### src/rtl/upower_stage_sequencer.sv
// Multi-cycle FETCH/DECODE/EXECUTE/MEMORY/WRITEBACK sequencer for the uPOWER datapath.
// One instruction per valid/ack handshake; stage enables are Moore-decoded from the state register.
module upower_stage_sequencer #(
    parameter int unsigned MEM_TIMEOUT = 16,
    parameter int unsigned CNT_W       = 16,
    parameter logic [5:0]  HALT_OPCODE = 6'd0
) (
    input  logic             clk,
    input  logic             rst,
    input  logic             instr_valid,
    input  logic [5:0]       opcode,
    input  logic             ctl_mem_read,
    input  logic             ctl_mem_write,
    input  logic             ctl_reg_write,
    input  logic             mem_ready,
    output logic             instr_ack,
    output logic             ir_load,
    output logic             id_en,
    output logic             ex_en,
    output logic             mem_req,
    output logic             mem_we,
    output logic             wb_en,
    output logic             retire,
    output logic             halted,
    output logic             error,
    output logic [2:0]       state,
    output logic [CNT_W-1:0] retired_count
);

    typedef enum logic [2:0] {
        S_IDLE      = 3'd0,
        S_FETCH     = 3'd1,
        S_DECODE    = 3'd2,
        S_EXECUTE   = 3'd3,
        S_MEMORY    = 3'd4,
        S_WRITEBACK = 3'd5,
        S_HALT      = 3'd6,
        S_ERROR     = 3'd7
    } state_t;

    localparam int unsigned       WAIT_W    = (MEM_TIMEOUT > 1) ? $clog2(MEM_TIMEOUT) : 1;
    localparam logic [WAIT_W-1:0] WAIT_LAST = WAIT_W'(MEM_TIMEOUT - 1);

    state_t             r_state;
    state_t             w_next;
    logic               w_retire_exit;
    logic [WAIT_W-1:0]  r_wait_cnt;
    logic               r_rd;
    logic               r_wr;
    logic               r_rw;
    logic               r_retire;
    logic [CNT_W-1:0]   r_count;

    // NOTE: state registers use non-blocking assignments so every flop samples pre-edge values.
    always_ff @(posedge clk or posedge rst) begin
        if (rst) begin
            r_state <= S_IDLE;
        end else begin
            r_state <= w_next;
        end
    end

    // NOTE: defaults come first so no path through the case leaves a signal unassigned (no latches).
    always_comb begin
        w_next        = r_state;
        w_retire_exit = 1'b0;
        case (r_state)
            S_IDLE: begin
                if (instr_valid) w_next = S_FETCH;
            end
            S_FETCH: begin
                w_next = S_DECODE;
            end
            S_DECODE: begin
                w_next = (opcode == HALT_OPCODE) ? S_HALT : S_EXECUTE;
            end
            S_EXECUTE: begin
                if (r_rd || r_wr)  w_next = S_MEMORY;
                else if (r_rw)     w_next = S_WRITEBACK;
                else               w_retire_exit = 1'b1;
            end
            S_MEMORY: begin
                // A ready on the last permitted cycle still completes the access.
                if (mem_ready) begin
                    if (r_rd && r_rw) w_next = S_WRITEBACK;
                    else              w_retire_exit = 1'b1;
                end else if (r_wait_cnt == WAIT_LAST) begin
                    w_next = S_ERROR;
                end
            end
            S_WRITEBACK: begin
                w_retire_exit = 1'b1;
            end
            S_HALT, S_ERROR: begin
                w_next = r_state;
            end
            default: begin
                w_next = S_IDLE;
            end
        endcase
        if (w_retire_exit) w_next = instr_valid ? S_FETCH : S_IDLE;
    end

    always_ff @(posedge clk or posedge rst) begin
        if (rst) begin
            r_wait_cnt <= '0;
            r_rd       <= 1'b0;
            r_wr       <= 1'b0;
            r_rw       <= 1'b0;
            r_retire   <= 1'b0;
            r_count    <= '0;
        end else begin
            r_retire <= w_retire_exit;
            if (w_retire_exit && (r_count != {CNT_W{1'b1}})) begin
                r_count <= r_count + CNT_W'(1);
            end
            if (r_state == S_DECODE) begin
                r_rd <= ctl_mem_read;
                r_wr <= ctl_mem_write;
                r_rw <= ctl_reg_write;
            end
            if (r_state == S_EXECUTE) begin
                r_wait_cnt <= '0;
            end else if ((r_state == S_MEMORY) && !mem_ready) begin
                r_wait_cnt <= r_wait_cnt + WAIT_W'(1);
            end
        end
    end

    assign state         = r_state;
    assign instr_ack     = (r_state == S_FETCH);
    assign ir_load       = (r_state == S_FETCH);
    assign id_en         = (r_state == S_DECODE);
    assign ex_en         = (r_state == S_EXECUTE);
    assign mem_req       = (r_state == S_MEMORY);
    assign mem_we        = (r_state == S_MEMORY) && r_wr;
    assign wb_en         = (r_state == S_WRITEBACK);
    assign halted        = (r_state == S_HALT);
    assign error         = (r_state == S_ERROR);
    assign retire        = r_retire;
    assign retired_count = r_count;

endmodule

### config.mk
export PLATFORM = sky130hd
export DESIGN_NAME = upower_stage_sequencer
export DESIGN_NICKNAME = d
export VERILOG_FILES = /design/src/rtl/upower_stage_sequencer.sv
export SDC_FILE = /design/constraint.sdc
export NUM_CORES = 1
export LEC_CHECK = 0
export CAP_MARGIN = 25
export CELL_PAD_IN_SITES_DETAIL_PLACEMENT = 1
export CELL_PAD_IN_SITES_GLOBAL_PLACEMENT = 1
export CORE_MARGIN = 2
export CORE_UTILIZATION = 36
export DETAILED_ROUTE_END_ITERATION = 10
export PLACE_DENSITY_LB_ADDON = 0.05
export SLEW_MARGIN = 10
export SYNTH_ARGS = -nofsm -noshare
export SYNTH_HDL_FRONTEND = slang
export SYNTH_SLANG_ARGS = --single-unit
### constraint.sdc
create_clock -name clk -period 2.6 [get_ports clk]
set_clock_uncertainty 0.2 [all_clocks]
set_input_delay 0.39 -clock clk [delete_from_list [all_inputs] [get_ports clk]]
set_output_delay 0.39 -clock clk [all_outputs]
set_load 0.02 [all_outputs]
==> impl_metrics.env, run 1 <==
export IMPL_outcome="completed"
export IMPL_cp_data_arrival_time_ps=1900
export IMPL_fin_crit_sh=0.956
export IMPL_die_area_um2=4630
export IMPL_post_cts_resized=0
export IMPL_routed_via_count=1200
export IMPL_hold_class="in -> async"
export IMPL_yosys_area_top_type="dfrtp_1"
export IMPL_ys_ff_latch=27
export IMPL_io_pins=42
export IMPL_tightest_slew_ps=454
export IMPL_drive_above_1_share=0.128
export IMPL_hold_buffers=0
export IMPL_cts_setup_buffers=0
export IMPL_chipWidth_um=68.0
export IMPL_p_per_area_nw_per_um2=985
export IMPL_clockBufferDepth=2
export IMPL_async_flop_share=1.00
export IMPL_worst_path_buf_inv=2
export IMPL_fillerInstances=446
export IMPL_design_core_area_um2=3970
export IMPL_relSlewSlack=0.696
export IMPL_max_freq_mhz=402
export IMPL_insertion_delay_ps=270
export IMPL_synth_seq_area_share=0.458
export IMPL_fin_tns_setup_ps=0
export IMPL_fin_total_pwr_mw=1.95
export IMPL_required_ps=2010
export IMPL_final_max_slew_viol_count=0
export IMPL_netlist_area_leader_share=0.458
export IMPL_drc=0
export IMPL_grt_max_degree=28
export IMPL_avgViaCountPerCell=5.24
export IMPL_grt_pass1_wl_um=5690
export IMPL_crit_chain="inv_2 > nor3_1 > clkdlybuf4s50_1"
export IMPL_place_congestion=0.720
export IMPL_multi_input_area_um2=738
export IMPL_syn_cell_area_um2=1480
export IMPL_dieHeight_um=68.0
export IMPL_p_leak_nw=0.815
export IMPL_clkSinkCount=27
export IMPL_dr_pass1_iters=4
export IMPL_cpPeakStageDelay_ps=670
export IMPL_grt_pass1_vias=1220
export IMPL_synth_flop_cell="dfrtp_1"
export IMPL_crit_type="reg -> out"
export IMPL_overflow=0
export IMPL_grt_antenna_before_repair=0
export IMPL_netlist_cell_type_count=46
export IMPL_cts_tree="done"
export IMPL_cts_root_buf="clkbuf_8"
export IMPL_seqCellArea_um2=676
export IMPL_synth_edf_count=0
export IMPL_critPathLaunchType="flop"
export IMPL_setup_violations=0
export IMPL_fin_area_um2=1980
export IMPL_min_period_ps=2490
export IMPL_wl_per_cell_um=14.8
export IMPL_ys_top_cells_by_area="dfrtp_1 46%, xnor2_1 5.9%, xor2_1 3.0%, nor2_1 2.8%, nand2_1 2.5%"
export IMPL_worstSetupEndpointType="primary output"
export IMPL_layout_nets=195
export IMPL_start_util=0.372
export IMPL_synthesis_area_per_instance_um2=10.8
export IMPL_cts_inserted_buffers=3
export IMPL_dr_first_iter_drc_count=56
export IMPL_cpLargestDelayFamily="buffers and inverters"
export IMPL_htreeDepth=1
export IMPL_syn_to_final_growth_pct=33.9
export IMPL_drt_wl_total_um=3390
export IMPL_cp_slowest_cell="clkdlybuf4s50_1"
export IMPL_final_hold_viol_count=0
export IMPL_clk_pin_slew_ps=100
export IMPL_grt_use_total=0.159
export IMPL_peakVddDrop_uv=557
export IMPL_yosys_warnings=0
export IMPL_antennaDiodeCount=0
export IMPL_post_dp_hpwl_um=2600
export IMPL_synth_nets=152
export IMPL_drv_cap=0
export IMPL_rows=23
export IMPL_io_buffer_count=41
export IMPL_rsz0062_at_grt="false"
export IMPL_synth_cells=137
export IMPL_placed_cell_area_um2=1930
export IMPL_ant_nets=0
export IMPL_crit_fanout=11
==> cell usage in the layout, fill, tap and decap left out, types with 3 or more instances in the layout <==
master	n
a21oi_1	7
dfrtp_1	27
nand4_1	6
and3_1	5
nand2_1	10
clkbuf_8	3
xnor2_1	10
clkdlybuf4s50_1	41
and4_1	3
mux2_1	3
nor2_1	11
xor2_1	5
buf_4	4
==> report_power, final <==
| part | switching [mW] | internal [mW] |
|---|---|---|
| clock network | 0.137 | 0.109 |
| registers | 0.161 | 0.541 |
| logic | 0.517 | 0.484 |
==> metrics by stage <==
| step | utilization | cells | setup slack, ps | hold WS [ps] |
|---|---|---|---|---|
| after floorplan | - | 137 | 510 | 243 |
| after global placement | 0.485 | 225 | 384 | 291 |
| after detailed placement | 0.485 | 225 | 354 | 298 |
| after CTS | 0.497 | 229 | 104 | 293 |
| after global routing | 0.498 | 229 | 30.9 | 317 |
| final | 0.498 | 229 | 114 | 283 |
==> logic make-up (layout without fill, tap and decap cells) <==
group / after synthesis / count (layout) / synth area share
simple gates: 61 / 61 / 0.281
xor+xnor: 15 / 15 / 0.0890
compound gates: 17 / 17 / 0.0720
buf+inv: 10 / 52 / 0.0441
flops: 27 / 27 / 0.458
mux: 5 / 5 / 0.0398
fa+ha+maj: 2 / 2 / 0.0169
==> final timing paths <==
kind | to | depth (start not counted) | slack (ps) | from
worst max-delay path | ir_load | 3 | 110 | state[0]
worst min-delay path | r_wait_cnt[3] | 3 | 280 | rst
worst max register to register | retired_count[1] | 6 | 500 | retired_count[0]
worst min register to register | retired_count[14] | 1 | 300 | retired_count[14]
max in group asynchronous | retired_count[14] | 3 | 1640 | rst
min in group clk | retired_count[14] | 1 | 300 | retired_count[14]
==> area by class of cell <==
type / instances / share of cell area
tap: 50 / 0.0316
inverter: 3 / 0.00570
sequential: 27 / 0.342
clock buffer: 3 / 0.0209
timing repair buffer: 45 / 0.223
multi-input combinational: 100 / 0.373
clock inverter: 1 / 0.00380
==> sequential cells by signal (all words and copies together) (netlist names) <==
name,count
r_rd,1
r_rw,1
r_wait_cnt,4
r_wr,1
retire,1
retired_count,16
state,3
==> worst register-to-register path, delay by kind of cell (launching register included) <==
kind | cells | cell delay (ps)
fa+ha+maj | 1 | 230
flops | 1 | 440
mux | 1 | 300
simple gates | 4 | 820
==> synthesized netlist by cell type (2+ instances only) <==
| cell type | count |
|---|---|
| and2_1 | 2 |
| and3_1 | 5 |
| nand3_1 | 2 |
| and4b_1 | 2 |
| mux2_1 | 3 |
| a21oi_1 | 7 |
| and4_1 | 3 |
| nor3_1 | 2 |
| buf_4 | 3 |
| xnor2_1 | 10 |
| nand2_1 | 10 |
| nand4_1 | 6 |
| nor2_1 | 11 |
| ha_1 | 2 |
| xor2_1 | 5 |
| nor3_2 | 2 |
| nor4b_2 | 2 |
| o22ai_1 | 2 |
| inv_1 | 2 |
| o21ai_1 | 2 |
| a31oi_1 | 2 |
| dfrtp_1 | 27 |
| buf_6 | 2 |
==> metal layers <==
| layer | track usage | wire [µm] | vias to the layer above |
|---|---|---|---|
| met5 | 0 | 0 | - |
| met4 | 0.0300 | 19 | 0 |
| met3 | 0.0214 | 118 | 2 |
| met2 | 0.283 | 1750 | 21 |
| met1 | 0.207 | 1500 | 607 |
| li1 | - | - | 570 |
No activity file was read; power rests on OpenSTA's default activity.
==> inputs of run 2 (changes only) <==
CELL_PAD_IN_SITES_DETAIL_PLACEMENT = 0   (was 1)
CELL_PAD_IN_SITES_GLOBAL_PLACEMENT = 2   (was 1)
CORE_UTILIZATION = 29   (was 36)
REMOVE_ABC_BUFFERS = 1   (was default)
==> run 2 against run 1 <==
Net effect:
- largest cell class unchanged
- critical path type unchanged
- clock power down 4%
- wire length down 4.8%
- die area up 23%
- flip-flop and latch count unchanged
- worst hold slack worse by 13 ps
==> impl_metrics.env, run 2 (synthesized netlist as in run 1, its figures left out) <==
export IMPL_setup_violations=0
export IMPL_cts_root_buf="clkbuf_8"
export IMPL_largest_reg_flops=16
export IMPL_wl_per_cell_um=13.2
export IMPL_drv_cap=0
export IMPL_p_per_area_nw_per_um2=961
export IMPL_timing_rr_end="retired_count[1]"
export IMPL_routed_via_count=1162
export IMPL_multi_input_area_um2=738
export IMPL_final_hold_viol_count=0
export IMPL_dr_first_iter_drc_count=17
export IMPL_grt_antenna_before_repair=0
export IMPL_drc=0
export IMPL_start_util=0.306
export IMPL_crit_start="state[0]"
export IMPL_seqCellArea_um2=677
export IMPL_dp_cells=241
export IMPL_fin_crit_sh=0.944
export IMPL_syn_to_final_growth_pct=34.7
export IMPL_relSlewSlack=0.696
export IMPL_min_period_ps=2450
export IMPL_insertion_delay_ps=270
export IMPL_dieHeight_um=75.4
export IMPL_fin_area_um2=1990
export IMPL_cp_data_arrival_time_ps=1860
export IMPL_io_pins=42
export IMPL_hold_buffers=0
export IMPL_r2r_cells=6
export IMPL_reg2reg_from="retired_count[0]"
export IMPL_final_setup_worst_slack_ps=145
export IMPL_required_ps=2010
export IMPL_rows=25
export IMPL_post_dp_hpwl_um=2420
export IMPL_clk_pin_slew_ps=90
export IMPL_avgViaCountPerCell=4.74
export IMPL_final_common_cell="clkdlybuf4s50_1"
export IMPL_overflow=0
export IMPL_final_max_slew_viol_count=0
export IMPL_tightest_slew_ps=454
export IMPL_chipWidth_um=75.4
export IMPL_drive_above_1_share=0.129
export IMPL_htreeDepth=1
export IMPL_grt_pass1_vias=1195
export IMPL_grt_use_total=0.124
export IMPL_crit_fanout=11
export IMPL_cts_tree="done"
export IMPL_outcome="completed"
export IMPL_grt_pass1_wl_um=5420
export IMPL_max_freq_mhz=407
export IMPL_place_congestion=0.714
export IMPL_design_core_area_um2=4820
export IMPL_fillerInstances=498
export IMPL_fin_util=0.413
export IMPL_grt_max_degree=28
export IMPL_critPathLaunchType="flop"
export IMPL_worstSetupEndpointType="primary output"
export IMPL_clkSinkCount=27
export IMPL_pre_cts_slack_ps=358
export IMPL_peakVddDrop_uv=448
export IMPL_fin_tns_setup_ps=0
export IMPL_crit_type="reg -> out"
export IMPL_die_area_um2=5680
export IMPL_io_buffer_count=41
export IMPL_rsz0062_at_grt="false"
export IMPL_placed_cell_area_um2=1940
export IMPL_p_leak_nw=0.813
export IMPL_clockBufferDepth=2
export IMPL_ant_nets=0
export IMPL_hold_class="in -> async"
export IMPL_drt_wl_total_um=3230
export IMPL_fin_cells=245
export IMPL_layout_nets=194
export IMPL_cts_inserted_buffers=3
export IMPL_antennaDiodeCount=0
export IMPL_dr_pass1_iters=4
export IMPL_most_common_layout_cells="41 x clkdlybuf4s50_1, 26 x dfrtp_1, 11 x nor2_1, 10 x nand2_1, 10 x xnor2_1"
export IMPL_r2r_setup_slack_ps=530
-- run 2: cell count changes in the layout (fill, tap and decap cells not counted), sizes merged --
cell / previous run / this run
buf: 4 / 3
clkinv: 0 / 1
clkinvlp: 1 / 0
-- run 2: power by group --
part / internal, mW / switching [mW]
Clock: 0.107 / 0.128
Sequential: 0.543 / 0.174
Combinational: 0.475 / 0.484
-- run 2: layout make-up --
class,count,area share
Timing Repair Buffer,44,0.218
Sequential cell,27,0.340
Clock buffer,3,0.0208
Inverter,3,0.00566
Multi-Input combinational cell,100,0.371
Clock inverter,1,0.00252
Tap cell,67,0.0421
-- run 2: through the flow --
step	hold WS, ps	power, mW
finish	270	1.91
global route	310	2.07
CTS	277	1.94
detailed placement	304	1.69
global placement	303	1.70
floorplan	243	1.27
-- run 2: critical path, stage by stage (launching register included) --
cell,delay [ps]
dfrtp_1,560
and3b_1,380
clkdlybuf4s50_1,660
-- run 2: what timing repair did --
action,in CTS,in global routing
buffers inserted,0,0
endpoints found under the setup margin,0,1
gates resized for setup,0,2
-- run 2: routing by layer --
metal	up-vias	wire, µm	GRT usage
li1	569	-	-
met1	564	1460	0.161
met2	27	1600	0.212
met3	2	152	0.0185
met4	0	22	0.0409
met5	-	0	0
-- run 2: how the worst max path moves through the flow --
stage	to	slack (ps)	depth (start not counted)
floorplan	instr_ack	440	2
global placement	retired_count[1]	370	5
detailed placement	retired_count[1]	360	5
CTS	mem_we	80	4
global route	ex_en	20	2
finish	ex_en	150	2
==> inputs of run 3 (changes only) <==
HOLD_SLACK_MARGIN = 0.06   (was default)
SLEW_MARGIN = 40   (was 10)
==> results of run 3 <==
Final layout, timing and power as in run 2 (identical DEF).
